**config.mk**
```make
export PLATFORM = sky130hd
export DESIGN_NAME = b01_serial_tx_flat
export DESIGN_NICKNAME = d
export VERILOG_FILES = /design/src/rtl/b01_pkg.sv /design/src/rtl/b01_serial_tx_if.sv /design/src/rtl/b01_lane_shifter.sv /design/src/rtl/b01_serial_tx.sv /design/src/flat_wrapper.sv
export SDC_FILE = /design/constraint.sdc
export NUM_CORES = 1
export LEC_CHECK = 0
export CORE_UTILIZATION = 40
export CTS_CLUSTER_SIZE = 20
export DETAILED_ROUTE_END_ITERATION = 10
export HOLD_SLACK_MARGIN = 0.03
export PLACE_DENSITY = 0.69
export SYNTH_ARGS = -nofsm -noshare
export SYNTH_HDL_FRONTEND = slang
export SYNTH_SLANG_ARGS = --single-unit
```
**constraint.sdc**
```tcl
create_clock -name clock -period 2.6 [get_ports clock]
set_input_delay 0.39 -clock clock [delete_from_list [all_inputs] [get_ports clock]]
set_output_delay 0.39 -clock clock [all_outputs]
set_load 0.01 [all_outputs]
```
**src/rtl/b01_pkg.sv**
```systemverilog
// rtl/b01_pkg.sv - shared types and constants for the b01 serial link
package b01_pkg;

  localparam int FRAME_W = 4;

  typedef logic [FRAME_W-1:0]         word_t;
  typedef logic [$clog2(FRAME_W)-1:0] bitcnt_t;

  localparam word_t IDLE_WORD = '0;

endpackage

```
**src/rtl/b01_serial_tx_if.sv**
```systemverilog
// rtl/b01_serial_tx_if.sv - operand-pair valid/ready handshake into the serial transmitter
interface b01_serial_tx_if
  import b01_pkg::*;
#(
  parameter int W = FRAME_W
);

  logic         in_valid;
  logic         in_ready;
  logic [W-1:0] in_a;
  logic [W-1:0] in_b;

  modport master (output in_valid, output in_a, output in_b, input in_ready);
  modport slave  (input in_valid, input in_a, input in_b, output in_ready);

endinterface

```
**src/rtl/b01_lane_shifter.sv**
```systemverilog
// rtl/b01_lane_shifter.sv - W-bit load / shift-right register with LSB serial output
module b01_lane_shifter
  import b01_pkg::*;
#(
  parameter int W = FRAME_W
) (
  input  logic         clock,
  input  logic         reset,
  input  logic         load,
  input  logic [W-1:0] din,
  output logic         serial
);

  logic [W-1:0] sr;

  always_ff @(posedge clock) begin
    if (reset) begin
      sr <= '0;
    end else if (load) begin
      sr <= din;
    end else begin
      sr <= sr >> 1;
    end
  end

  assign serial = sr[0];

endmodule

```
**src/rtl/b01_serial_tx.sv**
```systemverilog
// rtl/b01_serial_tx.sv - free-running framed serial transmitter for A/B operand pairs
module b01_serial_tx
  import b01_pkg::*;
#(
  parameter int W = FRAME_W
) (
  input  logic           clock,
  input  logic           reset,
  b01_serial_tx_if.slave bus,
  output logic           LINE1,
  output logic           LINE2,
  output logic           frame_start,
  output logic           frame_data,
  output logic           exp_valid,
  output logic [W-1:0]   exp_sum,
  output logic           exp_cout
);

  localparam int CW = $clog2(W);

  logic [CW-1:0] cnt;
  logic          load;
  logic          xfer;
  logic [W:0]    sum_full;
  logic [W-1:0]  word_a;
  logic [W-1:0]  word_b;

  // Frames never stall: the load slot recurs every W cycles whether or not data is waiting.
  assign load         = (cnt == CW'(W - 1));
  assign bus.in_ready = load & ~reset;
  assign xfer         = bus.in_valid & bus.in_ready;
  assign sum_full     = {1'b0, bus.in_a} + {1'b0, bus.in_b};
  assign word_a       = xfer ? bus.in_a : W'(IDLE_WORD);
  assign word_b       = xfer ? bus.in_b : W'(IDLE_WORD);

  always_ff @(posedge clock) begin
    if (reset) begin
      cnt         <= CW'(W - 1);
      frame_start <= 1'b0;
      frame_data  <= 1'b0;
      exp_valid   <= 1'b0;
      exp_sum     <= '0;
      exp_cout    <= 1'b0;
    end else begin
      cnt         <= load ? '0 : cnt + 1'b1;
      frame_start <= load;
      exp_valid   <= xfer;
      if (load) begin
        frame_data <= xfer;
      end
      if (xfer) begin
        exp_sum  <= sum_full[W-1:0];
        exp_cout <= sum_full[W];
      end
    end
  end

  b01_lane_shifter #(.W(W)) u_lane1 (
    .clock  (clock),
    .reset  (reset),
    .load   (load),
    .din    (word_a),
    .serial (LINE1)
  );

  b01_lane_shifter #(.W(W)) u_lane2 (
    .clock  (clock),
    .reset  (reset),
    .load   (load),
    .din    (word_b),
    .serial (LINE2)
  );

endmodule

```
**src/flat_wrapper.sv**
```systemverilog
// flat-port wrapper written by rule: the top's interface ports become plain ports
module b01_serial_tx_flat import b01_pkg::*;
#(
  parameter int W = FRAME_W
)
  (clock, reset, LINE1, LINE2, frame_start, frame_data, exp_valid, exp_sum, exp_cout, bus_in_valid, bus_in_a, bus_in_b, bus_in_ready);
  b01_serial_tx_if #(.W(W)) bus_i ();
  input  logic clock;
  input  logic reset;
  output logic LINE1;
  output logic LINE2;
  output logic frame_start;
  output logic frame_data;
  output logic exp_valid;
  output logic [W-1:0] exp_sum;
  output logic exp_cout;
  input wire logic [$bits(bus_i.in_valid)-1:0] bus_in_valid;
  input wire logic [$bits(bus_i.in_a)-1:0] bus_in_a;
  input wire logic [$bits(bus_i.in_b)-1:0] bus_in_b;
  output wire logic [$bits(bus_i.in_ready)-1:0] bus_in_ready;
  assign bus_i.in_valid = bus_in_valid;
  assign bus_i.in_a = bus_in_a;
  assign bus_i.in_b = bus_in_b;
  assign bus_in_ready = bus_i.in_ready;
  b01_serial_tx #(.W(W)) u_core (.clock(clock), .reset(reset), .bus(bus_i), .LINE1(LINE1), .LINE2(LINE2), .frame_start(frame_start), .frame_data(frame_data), .exp_valid(exp_valid), .exp_sum(exp_sum), .exp_cout(exp_cout));
endmodule
```
==> out/qor.csv <==
metric;value;unit
CP startpoint kind;flop;
Worst EP required;2.21;ns
Vias;595;
Die ar.;2080;um^2
Power Density;591;nW/um^2
Seq/Total Area, Yosys;47.4;%
GRT Resource Usage Total;15.9;%
global-route wire length before repair;2.28;mm
RD Place Congestion;0.755;
total CTS buffers;3;
final slew viol count;0;
Finished Layout Cells;127;
clock latency on the worst-skew pair;0.29;ns
diode count;0;
Post-synth EDFFs;0;
Hold Crit Class;flop to flop;
pin count of the biggest net entering global routing;17;
MaxCap Viol Count;0;
run status;finished, final reports clean;
Area Overhead vs Synth;35.3;%
synthesis-stage register bit count;18;
Mapped Area;759;um^2
Crit-path slowest cell;clkdlybuf4s50_1;
CP Class;flop to output port;
CP peak stage delay;0.53;ns
Final Skew;0.00285;ns
cell taking the most area after synthesis;dfxtp_1;
Initial Util;43.5;%
H-tree Lvls;1;
Pleak;0.405;nW
Die X-Extent;45.6;um
slew margin rel.;78.7;%
commonest non-fill, non-tap cell in the layout;clkdlybuf4s50_1;
r2r setup slk;1.04;ns
Post-Route Setup TNS;0;ns
# setup viols final;0;
final WL;1.41;mm
syn_area_per_cell;9.61;um^2
top cell type's share of synthesized area;47.4;%
Hold Fails Final Rpt;0;
total congestion overflow;0;
Die Height;45.6;um
layout cell share with drive strength beyond 1;8.82;%
# rows;15;
hold_sp;u_core.u_lane2.sr[2];
Crit. Startpoint;u_core.cnt[0];
hold depth;2;
HPWL Detailed;1.04;mm
vias in the first global route;520;
Clock transition at path regs;0.10;ns
Post-synth top flop;dfxtp_1;
fin crit period;1.88;ns
Synth async-reset ratio;0;%
Max Root-Sink Buffers;2;
worst-margin pin slew;0.318;ns
postcts setup bufs;0;
Crit Reg-Reg Startpoint;u_core.cnt[0];
routed wire length per instance;11.1;um
Reg-to-Reg End;u_core.exp_sum[3];
Tot Pwr;607;uW
Ys Warns;0;
clock tree sinks;18;
Residual DRC;0;
hold-critical path endpoint;u_core.u_lane2.sr[1];
DRT Pass-1 Iters;4;
CTS tree;yes;
I/O Pins;22;
worst-path fanout max;2;
synth unique cells;27;
Mapped Cells;79;
placed cells;123;
Worst Path Arrival;1.49;ns
commonest non-fill, non-tap cells in the layout;clkdlybuf4s50_1, dfxtp_1, a21oi_1, nand3_1, nand2b_1;
Worst Reg-to-Reg Cells;6;
f_max;0.533;GHz
CORE AREA;1750;um^2
fin nets;120;
ranking of synthesized cells by area;dfxtp_1, ha_1, a21oi_1;
# resized after CTS;0;
IO buf count;21;
unrepaired setup endpoints after global routing;no;
Worst Hold Slack;0.451;ns
CTS Root Buffer Type;clkbuf_4;
Vias/cell;4.69;
Post-Syn Nets;96;
post-route ant nets;0;
critical path endpoint category;output port;
drt initial violations;7;
Final Cycle Share;72.1;%
hold_buf cts;0;
crit path cell chain;ha_1 > nor2b_1 > clkdlybuf4s50_1;
VDD IR max;0.384;mV
initial antenna violation count;0;
-- final cells by class --
cell class,instances,area [um^2]
well taps,25,31.3
inverters,6,22.5
repair buffers,23,225
fillers,164,718
clock buffers,4,36.3
multi-input cells,51,352
flip-flops and latches,18,360
-- how the worst max path moves through the flow --
stage	slack, ns	endpoint	cells past startpoint
2_1_floorplan	1.24	u_core.exp_sum[3]	4
3_5_place_dp	0.64	u_core.exp_cout	7
6_report	0.72	bus_in_ready	3
3_3_place_gp	0.64	u_core.exp_cout	7
4_1_cts	0.71	bus_in_ready	3
5_1_grt	0.64	bus_in_ready	3
-- power by group --
group | leakage [nW] | switching (mW) | internal (mW)
Combinational | 0.237 | 0.0591 | 0.0725
Clock | 0.0210 | 0.0853 | 0.0853
Sequential | 0.148 | 0.00751 | 0.297
-- kinds of logic (layout without fill, tap and decap cells) --
kind of cell,Yosys count,in the layout,synth area share (%)
XOR/XNOR,1,1,1.15
adder cells (fa/ha/maj),6,6,10.9
multiplexers,1,1,1.32
buffers and inverters,10,33,6.26
flip-flops,18,18,47.4
AO/OA/AOI/OAI,16,16,12.7
AND/OR/NAND/NOR,27,27,20.3
-- synth_stat cells (all sizes together) (2+ instances only) --
| cell type | number |
|---|---|
| nand2b | 6 |
| a21oi | 9 |
| buf | 4 |
| nand2 | 4 |
| inv | 6 |
| o21ai | 3 |
| nand3 | 7 |
| ha | 5 |
| and2 | 2 |
| nor2 | 2 |
| dfxtp | 18 |
| nor2b | 2 |
| a211oi | 2 |
-- worst max-delay path, delay by kind of cell, from the launching register on --
kind | cells | cell delay (ns)
fa+ha+maj | 1 | 0.19
buf+inv | 1 | 0.53
flops | 1 | 0.35
simple gates | 1 | 0.13
-- layer usage --
metal | vias up | global-route usage [%] | part of all wire, % | wire, um
met5 | - | 0 | 0 | 0
met4 | 0 | 10.9 | 0.93 | 13
met3 | 2 | 2.38 | 5.3 | 75
met2 | 17 | 22.6 | 45 | 628
met1 | 266 | 22.0 | 49 | 687
li1 | 310 | - | - | -
-- sequential cells by signal (all words and copies together), names as in the netlist --
register	flops
u_core.exp_cout	1
u_core.frame_data	1
u_core.cnt	2
u_core.exp_valid	1
u_core.frame_start	1
u_core.exp_sum	4
u_core.u_lane1.sr	4
u_core.u_lane2.sr	4
-- stage by stage --
| stage | setup WS (ns) | util (%) | cell area [um^2] |
|---|---|---|---|
| final | 0.724 | 58.9 | 1030 |
| after detailed placement | 0.637 | 56.8 | 991 |
| after global routing | 0.642 | 58.9 | 1030 |
| after floorplan | 1.24 | - | 759 |
| after CTS | 0.708 | 58.9 | 1030 |
| after global placement | 0.639 | 56.8 | 991 |
(Power assumes the default switching activity.)
